<file path="config.mk">
export PLATFORM = sky130hd
export DESIGN_NAME = instruction_issue
export DESIGN_NICKNAME = d
export VERILOG_FILES = /design/src/rtl/cpu_pkg.sv /design/src/rtl/instr_decoder.sv /design/src/rtl/instruction_issue.sv
export SDC_FILE = /design/constraint.sdc
export NUM_CORES = 1
export LEC_CHECK = 0
export BUFFER_PORTS_ARGS = -buffer_cell sky130_fd_sc_hd__buf_2
export CORE_AREA = 2 2 156 158
export CTS_BUF_LIST = sky130_fd_sc_hd__clkbuf_8
export DETAILED_ROUTE_END_ITERATION = 10
export DIE_AREA = 0 0 158 160
export GPL_ROUTABILITY_DRIVEN = 0
export MAX_ROUTING_LAYER = met4
export SYNTH_ARGS = -nofsm -noshare
export SYNTH_HDL_FRONTEND = slang
export SYNTH_SLANG_ARGS = --single-unit
</file>
<file path="constraint.sdc">
create_clock -name CLOCK_50 -period 3.45 [get_ports CLOCK_50]
set_clock_uncertainty 0.2 [all_clocks]
set_input_delay 0.1725 -clock CLOCK_50 [delete_from_list [all_inputs] [get_ports CLOCK_50]]
set_output_delay 0.1725 -clock CLOCK_50 [all_outputs]
set_load 0.02 [all_outputs]
</file>
<file path="src/rtl/cpu_pkg.sv">
// cpu_pkg: shared opcode, field-position, ALU-encoding and state definitions
// for the multi-cycle processor front end.
// Build option: HALT_EN adds the StHalt state.
package cpu_pkg;

   // Instruction field positions
   localparam int unsigned OP_MSB   = 31;
   localparam int unsigned OP_LSB   = 29;
   localparam int unsigned RD_MSB   = 28;
   localparam int unsigned RD_LSB   = 24;
   localparam int unsigned RS_MSB   = 23;
   localparam int unsigned RS_LSB   = 19;
   localparam int unsigned RT_MSB   = 18;
   localparam int unsigned RT_LSB   = 14;
   localparam int unsigned FUNC_MSB = 3;
   localparam int unsigned IMM_W    = 14;

   // Opcodes
   localparam logic [2:0] OP_NOP   = 3'b000;
   localparam logic [2:0] OP_RTYPE = 3'b001;
   localparam logic [2:0] OP_ADDI  = 3'b010;
   localparam logic [2:0] OP_LOAD  = 3'b011;
   localparam logic [2:0] OP_STORE = 3'b100;
   localparam logic [2:0] OP_LUI   = 3'b101;
   localparam logic [2:0] OP_JUMP  = 3'b110;
   localparam logic [2:0] OP_BEQ   = 3'b111;

   // ALU function encodings
   localparam logic [3:0] ALU_ADD = 4'b0000;
   localparam logic [3:0] ALU_EQ  = 4'b1000;

   // Word that parks the front end when halting is built in
   localparam logic [31:0] HALT_WORD = 32'hFFFF_FFFF;

   typedef enum logic [2:0] {
      StFetch,
      StOperand,
      StIssue,
      StRelease
`ifdef HALT_EN
      ,
      StHalt
`endif
   } state_t;

   // Sign-extend the immediate field to a full word
   function automatic logic [31:0] sext_imm(input logic [IMM_W-1:0] imm);
      return {{(32 - IMM_W){imm[IMM_W-1]}}, imm};
   endfunction

endpackage

</file>
<file path="src/rtl/instr_decoder.sv">
// instr_decoder: combinational field extraction, immediate sign extension,
// operand-B selection and ALU function selection.
module instr_decoder
   import cpu_pkg::*;
(
   input  logic [31:0] instr,
   input  logic [31:0] rt_data,
   output logic [2:0]  op_code,
   output logic [4:0]  rd_add,
   output logic [4:0]  rs_add,
   output logic [4:0]  rt_add,
   output logic [31:0] imm_sext,
   output logic [31:0] operand_b,
   output logic [3:0]  alu_ctrl
);

   assign op_code  = instr[OP_MSB:OP_LSB];
   assign rd_add   = instr[RD_MSB:RD_LSB];
   assign rs_add   = instr[RS_MSB:RS_LSB];
   assign rt_add   = instr[RT_MSB:RT_LSB];
   assign imm_sext = sext_imm(instr[IMM_W-1:0]);

   // Select operand B and the ALU function from the opcode
   always_comb begin
      operand_b = imm_sext;
      alu_ctrl  = ALU_ADD;
      unique case (op_code)
         OP_NOP: begin
            operand_b = '0;
         end
         OP_RTYPE: begin
            operand_b = rt_data;
            alu_ctrl  = instr[FUNC_MSB:0];
         end
         OP_BEQ: begin
            operand_b = rt_data;
            alu_ctrl  = ALU_EQ;
         end
         default: begin
         end
      endcase
   end

endmodule

</file>
<file path="src/rtl/instruction_issue.sv">
// instruction_issue: fetches the instruction at PC, decodes it, registers the
// operands and hands them to the result stage over enable/acknowledge, then
// loads PC from the result stage's new-PC value.
// Build option: HALT_EN makes 32'hFFFF_FFFF park the stage until reset.
module instruction_issue
   import cpu_pkg::*;
#(
   parameter int unsigned FETCH_WAIT = 3,
   parameter logic [31:0] RESET_PC   = 32'h0,
   parameter int unsigned MEM_AW     = 11
) (
   input  logic              CLOCK_50,
   input  logic              resetIn,
   output logic [MEM_AW-1:0] fetchAdd,
   output logic              fetchRead,
   input  logic [31:0]       dataRead,
   output logic [4:0]        rsAdd,
   output logic [4:0]        rtAdd,
   input  logic [31:0]       rsData,
   input  logic [31:0]       rtData,
   output logic [31:0]       operandA,
   output logic [31:0]       operandB,
   output logic [3:0]        aluCtrl,
   output logic [2:0]        opCode,
   output logic [4:0]        RDadd,
   output logic [31:0]       PCold,
   output logic [31:0]       ADDout,
   output logic              enable,
   input  logic              acknowledge,
   input  logic [31:0]       PCnew,
   output logic              halted
);

   localparam int unsigned CNT_W = (FETCH_WAIT > 0) ? $clog2(FETCH_WAIT + 1) : 1;

   state_t           state;
   logic [CNT_W-1:0] fetch_cnt;
   logic [31:0]      pc;
   logic [31:0]      instr;

   logic [2:0]       dec_op;
   logic [4:0]       dec_rd;
   logic [31:0]      dec_imm;
   logic [31:0]      dec_operand_b;
   logic [3:0]       dec_alu_ctrl;

   instr_decoder u_decoder (
      .instr     (instr),
      .rt_data   (rtData),
      .op_code   (dec_op),
      .rd_add    (dec_rd),
      .rs_add    (rsAdd),
      .rt_add    (rtAdd),
      .imm_sext  (dec_imm),
      .operand_b (dec_operand_b),
      .alu_ctrl  (dec_alu_ctrl)
   );

   // Memory addresses wrap modulo 2^MEM_AW
   assign fetchAdd = pc[MEM_AW-1:0];

`ifndef HALT_EN
   assign halted = 1'b0;
`endif

   // Fetch/operand/issue/release sequencer with registered handshake outputs
   always_ff @(posedge CLOCK_50) begin
      if (resetIn) begin
         state     <= StFetch;
         fetch_cnt <= '0;
         pc        <= RESET_PC;
         instr     <= '0;
         fetchRead <= 1'b0;
         enable    <= 1'b0;
         operandA  <= '0;
         operandB  <= '0;
         aluCtrl   <= '0;
         opCode    <= '0;
         RDadd     <= '0;
         PCold     <= '0;
         ADDout    <= '0;
`ifdef HALT_EN
         halted    <= 1'b0;
`endif
      end else begin
         unique case (state)
            StFetch: begin
               // Address has been stable FETCH_WAIT+1 cycles on the last count
               if (fetch_cnt == CNT_W'(FETCH_WAIT)) begin
                  instr     <= dataRead;
                  fetch_cnt <= '0;
                  fetchRead <= 1'b0;
                  state     <= StOperand;
               end else begin
                  fetch_cnt <= fetch_cnt + CNT_W'(1);
                  fetchRead <= 1'b1;
               end
            end
            StOperand: begin
`ifdef HALT_EN
               if (instr == HALT_WORD) begin
                  halted <= 1'b1;
                  state  <= StHalt;
               end else begin
`endif
                  operandA <= rsData;
                  operandB <= dec_operand_b;
                  aluCtrl  <= dec_alu_ctrl;
                  opCode   <= dec_op;
                  RDadd    <= dec_rd;
                  PCold    <= pc;
                  ADDout   <= pc + 32'd1 + dec_imm;
                  enable   <= 1'b1;
                  state    <= StIssue;
`ifdef HALT_EN
               end
`endif
            end
            StIssue: begin
               // PCnew is only valid alongside the first acknowledge
               if (acknowledge) begin
                  pc     <= PCnew;
                  enable <= 1'b0;
                  state  <= StRelease;
               end
            end
            StRelease: begin
               if (!acknowledge) begin
                  fetch_cnt <= '0;
                  fetchRead <= 1'b1;
                  state     <= StFetch;
               end
            end
`ifdef HALT_EN
            StHalt: begin
               state <= StHalt;
            end
`endif
            default: begin
               state <= StFetch;
            end
         endcase
      end
   end

endmodule

</file>
==> run metrics <==
CTS buffer count 37; initial antenna violation count 2; worst skew pair latency 540 ps; clock-pin slew on the worst setup and hold paths 60 ps; synth warn 0; status completed; IO Count 295; H-tree depth 2; dpl cell area 10,930 um2; Post-DP HPWL 19.84 mm; ANT nets after route 0; CTS Root Cell clkbuf_8; Worst-Margin Slew 822.1 ps; post-synthesis register bit count 210; crit path DAT 3280 ps; maximum vdd ir drop 0.3155 mV; final hold violation count 0; Post-CTS Resized 0; CTS Sinks 210; Setup TNS 0 ps; Post-CTS Setup Repair Bufs 0; CP Launch Type flip-flop; Max clock buf depth 3; Setup crit end kind flip-flop; post-route design area 13,260 um2; fin. max-slew vios 0; Synth area leaders dfxtp_1, mux2i_1, nand2_1; P_leak 5.992 nW; pin count of the biggest net entering global routing 79; Synth top area share 45.41%; Seq. cell area 4204 um2; GRT Util Overall 23.85%; row count 57; Pwr Total 0.006694 W; count of different cell masters after synthesis 55; Tightest Hold Check Type in2reg; WL/cell 16.34 um; CP Cell Sequence inv_1, ha_1, inv_1, fa_1, a21o_1, a311o_1, a21oi_4, o221ai_1, o21bai_1, mux2_1, o22ai_1; CP max FO 6; RSZ-0062 raised after global routing no; Final Critical Period 3042 ps; vias in the first global route 9,175; Synth Area in Compound Gates 16.26%; CP max stage cell fa_1; Hold-fix buffers, CTS 156; Fmax achieved 0.3288 GHz; grt ovf 0; syn avg cell area 8.597 um2; Simple-Gate Fraction of Synth Area 17.62%; Port Buf Inserts 293; Initial Utilization 38.87%; Synth Flop Type dfxtp_1; Post-Syn Area 9259 um2; die area 25,280 um2; Slew Limit Headroom 45.19%; mux contribution to synthesized area 8.878%; register area share after synthesis 45.41%; TritonRoute pass-1 iters 9; worst path bufs/invs 2; via count 9,355; Area growth syn-to-layout 43.19%; die height 160 um; Post-layout nets 1,668; PD cells 504.9 nW/um2; chip width 158 um; CTS tree yes; EDFF count, synth 0; global-route wire length before repair 47.15 mm; Cells after Synth 1,077; Synth Area in XOR/XNOR 2.081%; Setup violations, final 0; fraction of layout cells with a size suffix above 1 24.20%; FFs w/ async S/R, synth 0%; number of vias per cell 5.054; multi-input logic area 4651 um2; fin util 55.66%; largest family of logic cells by synthesized area simple AND/OR/NAND/NOR gates; Post-Syn Nets 1,246; critical path's top delay family compound AO/OA/AOI/OAI gates; residual DRC count 0; CP Class reg2reg; Fillers 2,209; core area 23,820 um2; Worst EP required 3690 ps; DRT iter0 DRCs 581; max cap viols 0; adder-cell share of the synthesized area 5.216%; area leader, netlist dfxtp_1; period utilization 88.16%; Max stage delay on crit path 400 ps; most frequent CP cell inv_1; total routed wirelength 30.25 mm
power breakdown:
part	switching, W	leakage, nW	total, W	internal (W)
combinational	0.000930	3.87	0.00156	0.000626
clock	0.00104	0.430	0.00236	0.00132
sequential	0.000145	1.70	0.00278	0.00264
per-stage QoR:
step                      hold WS, ps  std cells  setup slack (ps)
after floorplan                 108.5       1077             696.0
after global placement          205.6       1628             506.2
after detailed placement        214.9       1628             466.2
after CTS                       179.5       1849             416.9
after global routing            201.6       1851             214.6
final                           214.1       1851             408.4
per-layer routing:
| layer | global-route usage [%] | share of wire [%] |
|---|---|---|
| met5 | - | 0 |
| met4 | 8.640 | 2.9 |
| met3 | 4.803 | 5.9 |
| met2 | 38.46 | 48 |
| met1 | 29.55 | 43 |
final timing paths:
check | startpoint | end | slack (ps) | cells after the start
worst max-delay path | instr[0] | ADDout[28] | 410 | 11
worst min-delay path | rsData[27] | operandA[27] | 210 | 4
worst max register to register | instr[0] | ADDout[28] | 410 | 11
worst min register to register | ADDout[29] | ADDout[29] | 250 | 2
cell type report:
cell class	count	share of cell area (%)
clock buffers	48	4.983
multi-input cells	769	35.08
flip-flops and latches	210	31.71
repair buffers	466	23.94
well taps	324	3.058
inverters	15	0.4247
diodes	2	0.03775
clock inverters	17	0.7644
flip-flops by register name, summed over array words and instances (netlist names):
| register | cells |
|---|---|
| ADDout | 32 |
| PCold | 32 |
| RDadd | 5 |
| aluCtrl | 4 |
| enable | 1 |
| fetchRead | 1 |
| fetch_cnt | 2 |
| instr | 32 |
| opCode | 3 |
| operandA | 32 |
| operandB | 32 |
| pc | 32 |
| state | 2 |
kinds of logic after synthesis:
| family | Yosys count |
|---|---|
| AOI/OAI and AO/OA | 235 |
| xor gates and xnor gates | 22 |
| adders and majority gates | 38 |
| buffers and inverters | 98 |
| DFF | 210 |
| muxes | 82 |
| other | 1 |
| and+or+nand+nor | 391 |
tightest hold or removal path, delay by kind of cell:
kind	cells	cell delay (ps)
and+or+nand+nor	1	70
buffers and inverters	2	610
muxes	1	50
cell usage in the layout (no fill, tap or decap), drive strengths merged, types with 6 or more instances in the layout:
master,n
a211oi,10
a21o,8
a21oi,109
a221oi,14
a222oi,16
a22oi,6
a31oi,9
and3,14
buf,310
clkbuf,48
dfxtp,210
dlygate4sd3,156
ha,37
inv,25
mux2i,81
nand2,168
nand3,9
nand4,12
nor2,153
nor3,7
o21ai,28
xnor2,9
xor2,13
cells in the mapped netlist (all sizes together), types with 4 or more instances:
cell type / count
a21o: 8
a22oi: 6
nand2b: 5
o21ai: 28
mux2i: 81
a211oi: 10
a21oi: 109
nor2: 153
xor2: 13
and3: 14
o211ai: 5
xnor2: 9
and2: 5
nor3: 7
dfxtp: 210
nand2: 168
nand4: 12
a221oi: 14
buf: 24
ha: 37
clkbuf: 59
a222oi: 16
inv: 15
o31ai: 4
or3: 5
a31oi: 9
nand3: 9
Power figures use the tool's default switching activity.
